### src/rtl/disp_arbiter.sv
// Round-robin arbiter handing a shared 4-digit display to one of three requesters for at least DWELL cycles.
// All outputs registered, 1-cycle latency from req; no backpressure, requesters hold req as a level until served.
module disp_arbiter #(
  parameter int unsigned DWELL = 50000
) (
  input  logic        clk,
  input  logic        rst_n,
  input  logic [2:0]  req,
  input  logic [47:0] req_value,
  output logic [2:0]  grant,
  output logic [15:0] disp_value,
  output logic        disp_blank
);

  typedef enum logic {
    S_IDLE = 1'b0,
    S_OWN  = 1'b1
  } state_t;

  localparam logic [15:0] LP_RELOAD = 16'(DWELL - 1);

  state_t      r_state;
  logic [1:0]  r_last;
  logic [15:0] r_cnt;
  logic [2:0]  r_grant;
  logic [15:0] r_disp_value;
  logic        r_disp_blank;

  logic [1:0]  w_c0;
  logic [1:0]  w_c1;
  logic [1:0]  w_c2;
  logic        w_idle_hit;
  logic [1:0]  w_idle_win;
  logic        w_sw_hit;
  logic [1:0]  w_sw_win;
  logic        w_own_req;

  function automatic logic [1:0] inc3(input logic [1:0] i);
    return (i == 2'd2) ? 2'd0 : i + 2'd1;
  endfunction

  function automatic logic bit_of(input logic [2:0] v, input logic [1:0] i);
    case (i)
      2'd0:    return v[0];
      2'd1:    return v[1];
      default: return v[2];
    endcase
  endfunction

  function automatic logic [15:0] val_of(input logic [47:0] v, input logic [1:0] i);
    case (i)
      2'd0:    return v[15:0];
      2'd1:    return v[31:16];
      default: return v[47:32];
    endcase
  endfunction

  function automatic logic [2:0] onehot(input logic [1:0] i);
    case (i)
      2'd0:    return 3'b001;
      2'd1:    return 3'b010;
      default: return 3'b100;
    endcase
  endfunction

  // Search order is last+1, last+2, last. While owning, r_last is the owner,
  // so the first two candidates are exactly the "other" requesters.
  always_comb begin
    w_c0 = inc3(r_last);
    w_c1 = inc3(w_c0);
    w_c2 = inc3(w_c1);

    w_idle_hit = |req;
    if (bit_of(req, w_c0))
      w_idle_win = w_c0;
    else if (bit_of(req, w_c1))
      w_idle_win = w_c1;
    else
      w_idle_win = w_c2;

    w_sw_hit = bit_of(req, w_c0) | bit_of(req, w_c1);
    w_sw_win = bit_of(req, w_c0) ? w_c0 : w_c1;

    w_own_req = |(req & r_grant);
  end

  always_ff @(posedge clk or negedge rst_n) begin
    if (!rst_n) begin
      r_state      <= S_IDLE;
      r_last       <= 2'd2;
      r_cnt        <= 16'd0;
      r_grant      <= 3'b000;
      r_disp_value <= 16'h0000;
      r_disp_blank <= 1'b1;
    end else begin
      case (r_state)
        S_IDLE: begin
          if (w_idle_hit) begin
            r_state      <= S_OWN;
            r_last       <= w_idle_win;
            r_cnt        <= LP_RELOAD;
            r_grant      <= onehot(w_idle_win);
            r_disp_value <= val_of(req_value, w_idle_win);
            r_disp_blank <= 1'b0;
          end else begin
            r_grant      <= 3'b000;
            r_disp_blank <= 1'b1;
          end
        end
        S_OWN: begin
          if (r_cnt != 16'd0) begin
            r_cnt <= r_cnt - 16'd1;
            if (w_own_req)
              r_disp_value <= val_of(req_value, r_last);
          end else if (w_sw_hit) begin
            r_last       <= w_sw_win;
            r_cnt        <= LP_RELOAD;
            r_grant      <= onehot(w_sw_win);
            r_disp_value <= val_of(req_value, w_sw_win);
            r_disp_blank <= 1'b0;
          end else if (w_own_req) begin
            // Dwell expired but uncontested: keep ownership with counter parked at 0.
            r_disp_value <= val_of(req_value, r_last);
          end else begin
            r_state      <= S_IDLE;
            r_grant      <= 3'b000;
            r_disp_blank <= 1'b1;
          end
        end
        default: begin
          r_state      <= S_IDLE;
          r_grant      <= 3'b000;
          r_disp_blank <= 1'b1;
        end
      endcase
    end
  end

  assign grant      = r_grant;
  assign disp_value = r_disp_value;
  assign disp_blank = r_disp_blank;

endmodule

### config.mk
export PLATFORM = sky130hd
export DESIGN_NAME = disp_arbiter
export DESIGN_NICKNAME = d
export VERILOG_FILES = /design/src/rtl/disp_arbiter.sv
export SDC_FILE = /design/constraint.sdc
export NUM_CORES = 1
export LEC_CHECK = 0
export CAP_MARGIN = 10
export CORE_ASPECT_RATIO = 0.75
export CORE_MARGIN = 2
export CORE_UTILIZATION = 54
export CTS_CLUSTER_SIZE = 25
export DETAILED_ROUTE_END_ITERATION = 10
export PLACE_DENSITY = 0.82
export SKIP_CTS_REPAIR_TIMING = 1
export SLEW_MARGIN = 30
export SYNTH_ARGS = -nofsm -noshare
export SYNTH_HDL_FRONTEND = slang
export SYNTH_SLANG_ARGS = --single-unit
export TNS_END_PERCENT = 1
### constraint.sdc
create_clock -name clk -period 4.2 [get_ports clk]
set_input_delay 0.42 -clock clk [delete_from_list [all_inputs] [get_ports clk]]
set_output_delay 0.42 -clock clk [all_outputs]
set_load 0.03 [all_outputs]
# == Word level (Yosys, flattened, before mapping) ==
# Index checks and enable logic that the tools add are counted.
# word_totals
regBits,39
in_bits,53
out_inout_bits,20
wordCells,79
# op_classes
addsub,4
n_eq_ne,13
mux,42
bitwise_logic,3
reduce_logical,11
# ops
cell,n
16-bit case mux with 2 select lines,5
16-bit two-way mux,7
2-bit two-way mux,9
3-bit case mux with 2 select lines,3
16-bit nonzero test,1
"16-bit by 1-bit subtractor with 16-bit output, second input constant",1
3-bit two-way mux,4
"2-bit by 1-bit equality test with 1-bit output, second input constant",5
2-bit zero test,5
1-bit two-way mux,9
1-bit case mux with 2 select lines,4
"2-bit by 1-bit adder with 2-bit output, second input constant",3
"2-bit equality test, second input constant",3
3-bit OR reduction,2
"2-bit != test, second input constant",2
2-bit case mux with 2 select lines,1
2-bit AND reduction,2
3-bit AND,1
"3-bit by 1-bit != test with 1-bit output, second input constant",1
"3-bit != test, second input constant",1
3-bit AND reduction,1
"2-bit by 1-bit != test with 1-bit output, second input constant",1
1-bit inverter,1
1-bit OR,1

# == Logic depth before layout (Yosys ltp) ==
# depth
ltp_word,13
mapped_depth,10
ltp_nobuf,7

# == Worst setup path before layout ==
# Ideal clock, no wire load.
# synth_path
path_type,register to register
startpoint,register r_cnt[0]
endpoint,"register r_disp_value[14], in the netlist disp_value[14]"
setup_ns,0.120
arrival_time_ns,2.550
required_ns,4.080
slack_ns,1.530
stages_incl_launch_ff,10
n_path_buf,2
synth_period_minus_slack_ns,2.670
cell_sequence,dfrtp_1 > inv_1 > ha_1 > or4b_1 > or4_1 > buf_2 > or3_1 > buf_2 > a211o_1 > and3_1
# synth_between
elab_chain_cells,3
# synth_lines
item,line_no,text
"start, declared",24,logic [15:0] r_cnt;
"start signal, assigned",112,r_cnt <= r_cnt - 16'd1;
16-bit nonzero test,111,if (r_cnt != 16'd0) begin
16-bit two-way mux,111,
16-bit case mux with 2 select lines,96,case (r_state)
"end signal, assigned",103,"r_disp_value <= val_of(req_value, w_idle_win);"
"end signal, assigned",114,"r_disp_value <= val_of(req_value, r_last);"
"end signal, assigned",119,"r_disp_value <= val_of(req_value, w_sw_win);"
"end, declared",26,logic [15:0] r_disp_value;
# Every way passes these cells.
# A chain may end at the register's enable or synchronous reset.

# == Final worst setup path ==
# Same ends and word-level chain as after synthesis.

==> results.cfg <==
[outcome]
status = complete, no violations

[cells_and_area]
fillers = 546
drive_gt1_frac = 0.05937
fin_nets = 593
area_growth_pct = 23.05
multi_input_area_mm2 = 0.002535
regArea_um2 = 978.4
fin_util = 0.6774
diodes = 0

[synth]
ys_ff_latch = 39
synth_fp_nets = 549
yosys_warnings = 0
yosysSeqAreaShare = 0.2639
synth-edff-count = 0
ys.flop_type = dfrtp_1
synth_cells = 494
syn_avg_cell_area_um2 = 7.505
syn_area_mm2 = 0.003707
synthArstFlopShare = 1.000
synth.distinct_cells = 50

[grt]
track_usage = 0.3214
grt_pass1_wl_um = 19210
grt_max_degree = 44
antenna_found_initial = 0
grt_pass1_vias = 3844
grt_overflow = 0

[clocking]
cts_tree = yes
cts_buffers = 5
cts_root_buf = clkbuf_8
clock_sinks = 39
cts.reportedPaths.clkPinSlew_ns = 0.08
htree_levels = 2
clock_latency_ns = 0.30
cts.path.max_buffers = 2

[worst_setup_path]
crit_fanout = 16
path_cells = inv_1, ha_1, or4b_1, or4_1, or3_1, a211o_1, and3_1
slowest_delay_ns = 0.68
crit_buf_inv = 1
startpoint_type = flip-flop
critPathRequiredTime_ns = 4.40
slowest_stage = or3_1
critical_path_class = flip-flop to flip-flop
cp-end-kind = flip-flop
cp.arrival_ns = 3.37
cp_top_family = simple AND/OR/NAND/NOR gates

[place]
port_buffers = 72
gp_congestion = 0.8936
hpwl_um = 7965

[drt]
vias = 4339
wl_um = 12250
initialDrtViolationCount = 440
post_drt_via_cell_ratio = 6.965
drt_first_pass_iters = 6
wl_per_cell_um = 19.66
drc = 0
ant_nets = 0

[timing]
tightest_slew_ns = 0.9169
max_freq_ghz = 0.3153
finalSetupTns_ns = 0
drv_slew = 0
fin_skew_ns = 0.006673
min_period_ns = 3.172
relSlewSlack = 0.3873
grt_setup_unrepaired = no
whs_ns = 0.09190
setup_viol = 0
fin_crit_sh = 0.7551
hold_viol_final = 0

[die]
coreArea_mm2 = 0.006734
chipHeight_um = 75.76
die_w_um = 99.68
die_area_mm2 = 0.007551
io_pins = 73
num_rows = 26
start_util = 0.5505

[run]
cap_violations = 0

[min_path]
hold_path_class = input pin to async pin

[pwr]
power.density_mw_per_mm2 = 350.3
max-vdd-ir-drop_v = 0.0002593
leakage_nw = 1.693
## path summary, 6_finish.rpt
| path | startpoint | endpoint | slack (ns) | cells after the start |
|---|---|---|---|---|
| max in group asynchronous | rst_n | r_last[1] | 3.72 | 1 |
| worst min register to register | r_cnt[5] | r_cnt[5] | 0.49 | 1 |
| worst max register to register | r_cnt[0] | disp_value[14] | 1.03 | 7 |
| worst min-delay path | rst_n | disp_value[5] | 0.09 | 1 |
| worst max-delay path | r_cnt[0] | disp_value[14] | 1.03 | 7 |
| min in group clk | r_cnt[5] | r_cnt[5] | 0.49 | 1 |
## synthesized netlist by cell type (14+ instances only)
cell type	instances	area, um^2
dfrtp_1	37	925.9
a21oi_1	27	135.1
mux2i_1	44	440.4
clkbuf_1	37	138.9
o211ai_1	14	105.1
a22oi_1	16	120.1
o21ai_0	58	290.3
nor2_1	21	78.83
nand3_1	21	105.1
nand2_1	61	229.0
a31oi_1	25	156.4
or3_1	20	125.1
nor2b_1	18	112.6
## metrics by stage
stage | instance area (um^2) | std cells | power, W | worst slack (ns)
after floorplan | 3707 | 494 | 0.0009623 | 1.530
after global placement | 4432 | 615 | 0.001220 | 1.211
after detailed placement | 4438 | 615 | 0.001240 | 1.062
after CTS | 4559 | 623 | 0.001585 | 1.069
after global routing | 4562 | 623 | 0.001684 | 0.9044
final | 4562 | 623 | 0.001598 | 1.028
## cell families after synthesis
| kind of cell | after synthesis | synth area share |
|---|---|---|
| fa+ha+maj | 2 | 0.006749 |
| xor+xnor | 1 | 0.002363 |
| flops | 39 | 0.2639 |
| simple gates | 165 | 0.2204 |
| buf+inv | 53 | 0.05534 |
| compound gates | 188 | 0.3264 |
| mux | 46 | 0.1249 |
## power by group
group	total, W	leakage (nW)	switching (W)	internal (W)
sequential	0.000554	0.447	0.0000895	0.000464
clock	0.000347	0.0618	0.000151	0.000196
combinational	0.000697	1.18	0.000393	0.000304
total	0.00160	1.69	0.000634	0.000964
## metal layers
metal / vias to the layer above / global-route usage / share of wire
li1: 1972 / - / -
met1: 2048 / 0.4744 / 0.44
met2: 297 / 0.4880 / 0.43
met3: 22 / 0.04312 / 0.12
met4: 0 / 0.1126 / 0.014
met5: - / 0 / 0
## cell usage in the layout (no fill, tap or decap), drive strengths merged, types with 2 or more instances in the layout
cell type	count
a21oi	27
a221o	5
a221oi	5
a22oi	16
a31oi	25
a32o	5
a32oi	10
buf	13
clkbuf	6
clkdlybuf4s50	70
dfrtp	37
dfstp	2
ha	2
inv	7
mux2	2
mux2i	44
nand2	61
nand3	21
nor2	21
nor2b	18
nor3	7
nor4	3
o211ai	14
o21ai	64
o22a	5
o31ai	4
or3	20
or3b	2
or4	3
## cell type report
cell class,instances,share of cell area
tap,84,0.02304
timing repair buffer,83,0.1744
multi-input combinational,402,0.5557
inverter,7,0.005760
clock inverter,2,0.008502
clock buffer,6,0.01810
sequential,39,0.2145
## worst register-to-register path, stage by stage (launching register included)
cell,delay (ns)
dfrtp_1,0.40
inv_1,0.11
ha_1,0.15
or4b_1,0.52
or4_1,0.63
or3_1,0.68
a211o_1,0.40
and3_1,0.17
## sequential cells by signal (all words and copies together) (netlist names)
register,count
r_cnt,16
disp_value,16
r_state,1
r_last,2
disp_blank,1
grant,3
Power figures use the tool's default switching activity.
